**src/rtl/alu_op_sequencer.sv**
```systemverilog
// Command sequencer for the 16-bit ALU: buffers commands, issues them one at a time,
// captures each result after a fixed latency and keeps a running accumulator.
module alu_op_sequencer #(
  parameter int FIFO_DEPTH  = 4,
  parameter int ALU_LATENCY = 1
) (
  input  logic        clk,
  input  logic        reset,
  input  logic        cmd_valid,
  output logic        cmd_ready,
  input  logic [2:0]  cmd_sel,
  input  logic [15:0] cmd_a,
  input  logic [15:0] cmd_b,
  input  logic        cmd_acc,
  output logic [15:0] alu_a,
  output logic [15:0] alu_b,
  output logic [2:0]  alu_sel,
  input  logic [15:0] alu_out,
  input  logic        alu_err,
  output logic        res_valid,
  input  logic        res_ready,
  output logic [15:0] res_data,
  output logic        res_err,
  output logic [2:0]  res_sel,
  output logic [15:0] acc,
  input  logic        acc_clear,
  output logic        err_sticky,
  input  logic        err_clear,
  output logic        busy
);

  localparam int ADDR_W = $clog2(FIFO_DEPTH);
  localparam logic [ADDR_W:0]   CNT_FULL  = FIFO_DEPTH[ADDR_W:0];
  localparam logic [ADDR_W:0]   CNT_ONE   = (ADDR_W+1)'(1);
  localparam logic [ADDR_W-1:0] PTR_ONE   = ADDR_W'(1);
  localparam logic [3:0]        WAIT_INIT = 4'(ALU_LATENCY - 1);

  localparam logic [1:0] S_IDLE = 2'd0;
  localparam logic [1:0] S_EXEC = 2'd1;
  localparam logic [1:0] S_DONE = 2'd2;

  // Entry layout: {use_acc, sel[2:0], a[15:0], b[15:0]}
  logic [35:0]       r_mem [FIFO_DEPTH];
  logic [ADDR_W-1:0] r_wr_ptr;
  logic [ADDR_W-1:0] r_rd_ptr;
  logic [ADDR_W:0]   r_count;

  logic [1:0]  r_state;
  logic [3:0]  r_wait;
  logic [15:0] r_alu_a;
  logic [15:0] r_alu_b;
  logic [2:0]  r_alu_sel;
  logic        r_res_valid;
  logic [15:0] r_res_data;
  logic        r_res_err;
  logic [2:0]  r_res_sel;
  logic [15:0] r_acc;
  logic        r_err_sticky;

  logic        w_push;
  logic        w_pop;
  logic        w_empty;
  logic        w_sample;
  logic [35:0] w_head;

  assign w_empty  = (r_count == '0);
  assign w_push   = cmd_valid && cmd_ready;
  assign w_pop    = !w_empty && ((r_state == S_IDLE) || ((r_state == S_DONE) && res_ready));
  assign w_sample = (r_state == S_EXEC) && (r_wait == 4'd0);
  assign w_head   = r_mem[r_rd_ptr];

  assign cmd_ready  = (r_count != CNT_FULL);
  assign busy       = (r_state != S_IDLE) || !w_empty;
  assign alu_a      = r_alu_a;
  assign alu_b      = r_alu_b;
  assign alu_sel    = r_alu_sel;
  assign res_valid  = r_res_valid;
  assign res_data   = r_res_data;
  assign res_err    = r_res_err;
  assign res_sel    = r_res_sel;
  assign acc        = r_acc;
  assign err_sticky = r_err_sticky;

  always_ff @(posedge clk) begin
    if (w_push) begin
      r_mem[r_wr_ptr] <= {cmd_acc, cmd_sel, cmd_a, cmd_b};
    end
  end

  always_ff @(posedge clk or negedge reset) begin
    if (!reset) begin
      r_wr_ptr <= '0;
      r_rd_ptr <= '0;
      r_count  <= '0;
    end else begin
      if (w_push) r_wr_ptr <= r_wr_ptr + PTR_ONE;
      if (w_pop)  r_rd_ptr <= r_rd_ptr + PTR_ONE;
      if (w_push && !w_pop)      r_count <= r_count + CNT_ONE;
      else if (!w_push && w_pop) r_count <= r_count - CNT_ONE;
    end
  end

  // Issue happens on every pop; the accumulator is read as it stands at that edge.
  always_ff @(posedge clk or negedge reset) begin
    if (!reset) begin
      r_state      <= S_IDLE;
      r_wait       <= 4'd0;
      r_alu_a      <= 16'd0;
      r_alu_b      <= 16'd0;
      r_alu_sel    <= 3'd0;
      r_res_valid  <= 1'b0;
      r_res_data   <= 16'd0;
      r_res_err    <= 1'b0;
      r_res_sel    <= 3'd0;
      r_acc        <= 16'd0;
      r_err_sticky <= 1'b0;
    end else begin
      if (w_pop) begin
        r_alu_a   <= w_head[35] ? r_acc : w_head[31:16];
        r_alu_b   <= w_head[15:0];
        r_alu_sel <= w_head[34:32];
        r_wait    <= WAIT_INIT;
      end

      case (r_state)
        S_IDLE: begin
          if (w_pop) r_state <= S_EXEC;
        end
        S_EXEC: begin
          if (r_wait == 4'd0) begin
            r_res_data  <= alu_out;
            r_res_err   <= alu_err;
            r_res_sel   <= r_alu_sel;
            r_res_valid <= 1'b1;
            r_state     <= S_DONE;
          end else begin
            r_wait <= r_wait - 4'd1;
          end
        end
        S_DONE: begin
          if (res_ready) begin
            r_res_valid <= 1'b0;
            r_state     <= w_pop ? S_EXEC : S_IDLE;
          end
        end
        default: r_state <= S_IDLE;
      endcase

      if (acc_clear)                 r_acc <= 16'd0;
      else if (w_sample && !alu_err) r_acc <= alu_out;

      // A new error outranks a coincident clear.
      if (w_sample && alu_err) r_err_sticky <= 1'b1;
      else if (err_clear)      r_err_sticky <= 1'b0;
    end
  end

endmodule

```
**config.mk**
```make
export PLATFORM = sky130hd
export DESIGN_NAME = alu_op_sequencer
export DESIGN_NICKNAME = d
export VERILOG_FILES = /design/src/rtl/alu_op_sequencer.sv
export SDC_FILE = /design/constraint.sdc
export NUM_CORES = 1
export LEC_CHECK = 0
export CORE_ASPECT_RATIO = 1.5
export CORE_MARGIN = 2
export CORE_UTILIZATION = 40
export DETAILED_ROUTE_END_ITERATION = 8
export PLACE_DENSITY = 0.67
export SETUP_SLACK_MARGIN = 0.2
export SLEW_MARGIN = 0
export SYNTH_ARGS = -nofsm -noshare
export SYNTH_HDL_FRONTEND = slang
export SYNTH_SLANG_ARGS = --single-unit
export TNS_END_PERCENT = 5
```
**constraint.sdc**
```tcl
create_clock -name clk -period 2.4 [get_ports clk]
set_input_delay 0.48 -clock clk [delete_from_list [all_inputs] [get_ports clk]]
set_output_delay 0.48 -clock clk [all_outputs]
set_load 0.1 [all_outputs]
```
# After elaboration in Yosys (flattened, before gate mapping)
# Memories as Yosys holds them, arrays and structs flattened.
# Index checks and enable logic that the tools add are counted.
# classes
n_eq_ne,6
muxes,20
add_sub_neg,5
n_reduce_logical,25
# ops
operator,n
$mux W16,3
$mux W4,3
$reduce_bool A2 Y1,5
$logic_and A1 B1 Y1,8
$mux W1,7
$mux W2,3
$mux W3,2
$pmux W2 S3,1
$reduce_and A3 Y1,2
$add A2 B1 Y2 const B,2
$logic_not A1 Y1,4
$logic_not A4 Y1,1
$ne A2 B2 Y1 const B,2
$sub A4 B1 Y4 const B,1
$add A3 B1 Y3 const B,1
$logic_not A3 Y1,1
$ne A3 B3 Y1 const B,1
$sub A3 B1 Y3 const B,1
$eq A2 B1 Y1 const B,1
$eq A2 B2 Y1 const B,1
$logic_not A2 Y1,1
$logic_or A1 B1 Y1,2
$ne A2 B1 Y1 const B,1
$pmux W1 S2,1
$reduce_and A2 Y1,1
# word_totals
regBits,86
memories,1
elab_cells,71
ramBits,144
out_inout_bits,75
inputBits,59
# mem_list
memory,depth,width,read_ports,rd_ports_with_merged_regs,write_ports,line,rtl
r_mem,4,36,1,0,1,43,logic [35:0] r_mem [FIFO_DEPTH];

# Logic depth before layout (Yosys ltp)
# Gate-level depths: netlist of run 1.
# depth
depth_word,7
depth_mapped,9
depth_no_buf,9

# Least setup slack after synthesis of run 1
# No wires, ideal clock.
# synth_path
kind,input-to-reg
start,in cmd_valid
end,mem r_mem[0][0] (enable)
setup_time_ns,0.397
t_arrival_ns,1.781
setup_slack_ns,0.222
required_time_ns,2.003
path_buffers,0
cell_stages,2
path_cell_list,a21boi_1 -> and2_1
# synth_via
elab_chain_len,3
# synth_rtl
element,line,rtl
start: declaration,9,"input logic cmd_valid,"
$logic_and A1 B1 Y1,67,assign w_push = cmd_valid && cmd_ready;
$mux W1,85,if (w_push) begin
$mux W1 (not written as such),86,"r_mem[r_wr_ptr] <= {cmd_acc, cmd_sel, cmd_a, cmd_b};"
end: declaration,43,
# No other way between the ends.

# Final worst setup path of run 1
# layout_path
start,reg r_count[1]
end,reg r_count[2]
# layout_via
elab_chain_len,6
elab_cells_between_ends,14
cone_classes,add/sub (2); eq/ne (1); mux (2); reduce/logical (9)
# layout_rtl
element,line,rtl
start: declaration,46,logic [ADDR_W:0] r_count;
start signal: assignment,98,if (w_push && !w_pop) r_count <= r_count + CNT_ONE;
start signal: assignment,99,else if (!w_push && w_pop) r_count <= r_count - CNT_ONE;
"parallel branches: the longest is 6 deep, another holds $sub A3 B1 Y3",n/a,
# Several ways; the timed one is not identified. The select of a mux whose other input is x is not followed.
# A chain may end at the register's enable or synchronous reset.

==> out/qor.yml, run 1 <==
status: "completed"
slowest_delay_ns: 0.44
antenna_found_initial: 1
placed_area_um2: 10660
maxSlewViolCount: 0
setup_ws_ns: 0.3275
clock-sinks: 230
dp_slack_ns: -0.08104
clock_latency_ns: 0.50
synth_cell_types: 40
cts_inserted_buffers: 22
synth.avg_cell_area_um2: 19.08
max_freq_mhz: 482.5
hp-class: "input port to asynchronous set/reset pin"
antenna_left: 0
grt_max_degree: 59
fin_skew_ns: 0.01488
post_cts.repair.setup_buffers: 0
place_congestion: 0.7546
dp.cells: 879
synth_warnings: 0
dieHeight_um: 188.2
cts_tree: "done"
coreArea_um2: 22300
synth_edf_count: 144
synth.most_common_cell: "edfxtp_1"
final_area_um2: 11420
syn_inst: 474
synth_top_area_share_pct: 47.81
synth_async_sr_flop_share_pct: 37.39
crit_slowest_cell: "dfrtp_2"
chipWidth_um: 126.8
grt_pass1_vias: 5226
mappedNetlistNets: 540
cts_max_path_buffers: 3
required_ns: 2.81
fin_crit_ns: 2.073
drt_iter0_markers: 229
tightest_slew_ns: 0.6134
end_kind: "register"
dieArea_um2: 23850
clk_pin_slew_ns: 0.07
crit_chain: "nor3_2 -> buf_4 -> nor3_4 -> inv_1 -> ha_1 -> inv_1 -> fa_1 -> xor2_1 -> nor2_1 -> xor2_1"
wl_um: 19010
htreeDepth: 1
drc: 0
setup-violations-final: 0
synthFlopType: "edfxtp_1"
r2r_cells: 10
first_pass_iters: 4
avgRoutedWirePerCell_um: 20.64
criticalPathCategory: "register to register"
num_rows: 67
viasPerCell: 5.243
yosysTopAreaCell: "edfxtp_1"
dp_hpwl_um: 12640
io_pins: 134
slew_headroom_pct: 58.98
hold_violations: 0
initial_core_util_pct: 40.56
arrival_ns: 2.48
cp-start-kind: "register"
grt_pass1_wl_um: 29970
io_buffer_count: 133
syn-cell-area_um2: 9044
worst-path-max-fanout: 4
finalCritPeriodShare_pct: 86.36
ys_seq_area_share_pct: 71.61
rsz0062_at_grt: "no"
nNetsFinal: 694
synth_area_leaders: "edfxtp_1 (48%), dfrtp_1 (24%), mux4_2 (9.0%), mux2_2 (6.5%), mux2_4 (3.3%)"
cts_root_buf: "clkbuf_16"
layout-drive-gt1-share_pct: 40.68
area_delta_synth_final_pct: 26.31
synthTopCellsByCount: "edfxtp_1 (144), dfrtp_1 (86), mux2_2 (52)"
track_usage_pct: 16.14
stdcell_count: 921
globalRoute.totalOverflow: 0
cap_violations: 0
vias: 4829
synth_seq_cells: 230
cell type report:
cell class	count	area [um2]
multi-input cells	207	2395
diodes	1	2.502
inverters	9	33.78
fillers	1817	10880
well taps	276	345.3
clock buffers	31	690.7
flip-flops and latches	230	6481
repair buffers	158	1419
clock inverters	9	56.30
routing by layer:
metal  GRT usage, %  share of wire [%]
met1          19.71                 40
met2          29.02                 53
met3          2.882                4.8
met4          5.030                2.4
met5              0                  0
sequential cells by signal (all words and copies together) (netlist names):
signal,count
res_err,1
r_wait,4
res_sel,3
r_mem,144
r_count,3
alu_b,16
res_data,16
r_rd_ptr,2
alu_sel,3
acc,16
res_valid,1
r_wr_ptr,2
r_state,2
err_sticky,1
alu_a,16
cells in the final DEF, fill, tap and decap left out, types with 3 or more instances in the layout:
master           instances
edfxtp_1               144
a21oi_1                 16
dfrtp_2                  4
buf_4                   93
ha_1                     6
clkdlybuf4s50_1         57
and2_2                   4
nand4_1                 16
xor2_1                   3
buf_12                   7
clkinv_2                 6
o21ai_0                  5
clkbuf_16               25
nand2_1                  5
mux4_2                  36
mux2_2                  52
mux2_4                  20
dfrtp_1                 82
clkbuf_8                 4
nor2b_1                  3
o31ai_1                 16
nor2_1                   4
inv_1                    8
xnor2_1                  3
worst max-delay path, delay by kind of cell (launching register included):
family        cells  cell delay [ns]
xor+xnor          2             0.35
fa+ha+maj         2             0.55
buf+inv           3             0.30
flops             1             0.44
simple gates      3             0.33
metrics by stage:
| step | utilization (%) | setup TNS, ns | hold WS [ns] |
|---|---|---|---|
| floorplan | - | 0 | 0.1844 |
| global placement | 47.79 | 0 | 0.4658 |
| detailed placement | 47.79 | -0.08104 | 0.4702 |
| CTS | 51.18 | 0 | 0.4850 |
| global route | 51.23 | 0 | 0.5241 |
| finish | 51.23 | 0 | 0.4862 |
final timing paths:
kind                             from     endpoint  slack, ns
max                        r_count[1]   r_count[2]       0.33
min                             reset  r_rd_ptr[1]       0.49
max reg2reg                r_count[1]   r_count[2]       0.33
min reg2reg                 alu_b[10]    alu_b[10]       0.51
max in group asynchronous       reset     alu_a[3]       1.24
min in group clk            alu_b[10]    alu_b[10]       0.51
repair_timing:
action	CTS	global route
resized for setup	0	3
endpoints found under the setup margin	0	1
endpoints found under the hold margin	28	0
hold buffers	1	0
logic make-up after synthesis:
family          share of synthesized area (%)
compound gates                          3.044
mux                                     18.76
xor+xnor                               0.5812
simple gates                            2.809
fa+ha+maj                               1.051
buf+inv                                 2.144
flops                                   71.61
Power of run 1 is left out: the tool's default activity adds up to more than one toggle a clock period on the data nets, which glitch-free logic cannot reach.
==> run 2, diff against run 1 <==
- PLACE_DENSITY: 0.67 -> unset
==> run 2 against run 1 <==
Fmax grew 0.60%. Non-clock buffer count is 1 higher. Worst hold slack worse by 0.038 ns. Routed wire length shrank 0.26%. Sequential share of layout area is 0.31 points lower. First-iteration DRC count rose by 28%. Register-to-register slack gained 0.05 ns. Final area rose by 0.51%. Critical path type is now register to output port. Critical endpoint is now busy.
==> out/qor.yml, run 2 (synthesized netlist as in run 1, its figures left out) <==
grt_max_degree: 62  # was 59
area_delta_synth_final_pct: 26.96  # was 26.31%
initial_core_util_pct: 40.56  # unchanged
cts_max_path_buffers: 3  # unchanged
regMostFlops: "r_mem"  # unchanged
rsz0062_at_grt: "no"  # unchanged
first_pass_iters: 4  # unchanged
antenna_left: 0  # unchanged
max_freq_mhz: 485.4  # was 482.5 MHz
criticalPathCategory: "register to output port"  # was register to register
path_buf_inv: 2  # was 3
slowest_delay_ns: 0.43  # was 0.44 ns
nNetsFinal: 696  # was 694
cts_root_buf: "clkbuf_16"  # unchanged
place_congestion: 0.7294  # was 0.7546
grt_pass1_wl_um: 29970  # about the same
dieArea_um2: 23850  # unchanged
setup-violations-final: 0  # unchanged
grt_pass1_vias: 5361  # was 5226
multi_input_area_um2: 2395  # unchanged
num_rows: 67  # unchanged
r2r_cells: 10  # unchanged
io_buffer_count: 133  # unchanged
dieHeight_um: 188.2  # unchanged
tightest_slew_ns: 0.6710  # was 0.6134 ns
dp_hpwl_um: 12410  # was 12640 um
antenna_found_initial: 1  # unchanged
worst-path-max-fanout: 4  # unchanged
drc: 0  # unchanged
cap_violations: 0  # unchanged
finalCritPeriodShare_pct: 85.84  # was 86.36%
cts_inserted_buffers: 23  # was 22
coreArea_um2: 22300  # unchanged
clk_pin_slew_ns: 0.06  # was 0.07 ns
layout-drive-gt1-share_pct: 40.03  # was 40.68%
regArea_um2: 6479  # was 6481 um2
fin_skew_ns: 0.006453  # was 0.01488 ns
cts_tree: "done"  # unchanged
hp-class: "input port to asynchronous set/reset pin"  # unchanged
required_ns: 1.92  # was 2.81 ns
critPathTopFamily: "flip-flops"  # was adder cells
arrival_ns: 1.58  # was 2.48 ns
hold_violations: 0  # unchanged
htreeDepth: 1  # unchanged
globalRoute.totalOverflow: 0  # unchanged
rrSetupSlack_ns: 0.38  # was 0.33 ns
cp-startpoint: "r_count[1]"  # unchanged
hold-worst-slack_ns: 0.4483  # was 0.4862 ns
io_pins: 134  # unchanged
status: "completed"  # unchanged
final_cell_mix: "edfxtp_1 (144), buf_4 (94), dfrtp_1 (84)"  # was edfxtp_1 (144), buf_4 (93), dfrtp_1 (82)
drt_iter0_markers: 292  # was 229
clock_latency_ns: 0.50  # about the same
slew_headroom_pct: 55.13  # was 58.98%
viasPerCell: 5.272  # was 5.243
end_kind: "output port"  # was register
maxSlewViolCount: 0  # unchanged
final_common_cell: "edfxtp_1"  # unchanged
avgRoutedWirePerCell_um: 20.52  # was 20.64 um
crit_slowest_cell: "dfrtp_1"  # was dfrtp_2
cp-start-kind: "register"  # unchanged
regToRegStartpoint: "r_count[1]"  # unchanged
track_usage_pct: 16.17  # was 16.14%
largest_register_ffs: 144  # unchanged
wl_um: 18960  # was 19010 um
clock-sinks: 230  # unchanged
fin_crit_ns: 2.060  # was 2.073 ns
r2r-end: "r_count[2]"  # unchanged
chipWidth_um: 126.8  # unchanged
vias: 4871  # was 4829
crit_chain: "nor3_2 -> buf_4 -> nand2_1 -> buf_12"  # was nor3_2 -> buf_4 -> nor3_4 -> inv_1 -> ha_1 -> inv_1 -> fa_1 -> xor2_1 -> nor2_1 -> xor2_1
n_fill_cell: 1850  # was 1817
run 2: cell types whose count changed in the layout (fill, tap and decap cells not counted), sizes merged:
cell | previous run | this run
buf | 100 | 101
bufinv | 0 | 5
clkbuf | 31 | 24
clkinv | 9 | 12
clkinvlp | 0 | 1
run 2: layer usage:
metal,share of wire [%],track usage [%],vias up,wire [um]
met4,2.1,4.861,0,391
met5,0,0,-,0
met2,54,29.56,141,10150
met3,5.1,2.710,28,965
li1,-,-,2176,-
met1,39,19.49,2526,7459
run 2: stage by stage:
step | util [%] | instance area, um2 | TNS (ns) | instances | setup slack [ns]
6_report | 51.49 | 11480 | 0 | 924 | 0.3398
5_1_grt | 51.49 | 11480 | 0 | 924 | 0.2043
3_3_place_gp | 47.82 | 10660 | -0.02869 | 880 | -0.02869
3_5_place_dp | 47.82 | 10660 | -0.05671 | 880 | -0.05671
4_1_cts | 51.46 | 11470 | 0 | 923 | 0.2808
2_1_floorplan | - | 9044 | 0 | 474 | 0.2221
run 2: area by class of cell:
cell class / instances / area share, %
antenna: 1 / 0.02179
clock inverter: 18 / 1.929
inverter: 9 / 0.2942
timing repair buffer: 159 / 12.42
clock buffer: 24 / 5.045
sequential: 230 / 56.42
multi-input combinational: 207 / 20.86
tap: 276 / 3.008
run 2: repair_timing:
item	4_1_cts	5_1_grt
endpoints found under the setup margin	0	1
buffers inserted	0	0
gates resized for setup	0	1
hold endpoints to repair	25	0
hold buffers	1	0
run 2: how the worst max path moves through the flow:
stage	cells past startpoint	end	slack, ns
after floorplan	2	r_mem[0][0]	0.22
after global placement	10	r_count[2]	-0.03
after detailed placement	10	r_count[2]	-0.06
after CTS	4	busy	0.28
after global routing	10	r_count[2]	0.20
final	4	busy	0.34
Power of run 2 is left out for the same reason.
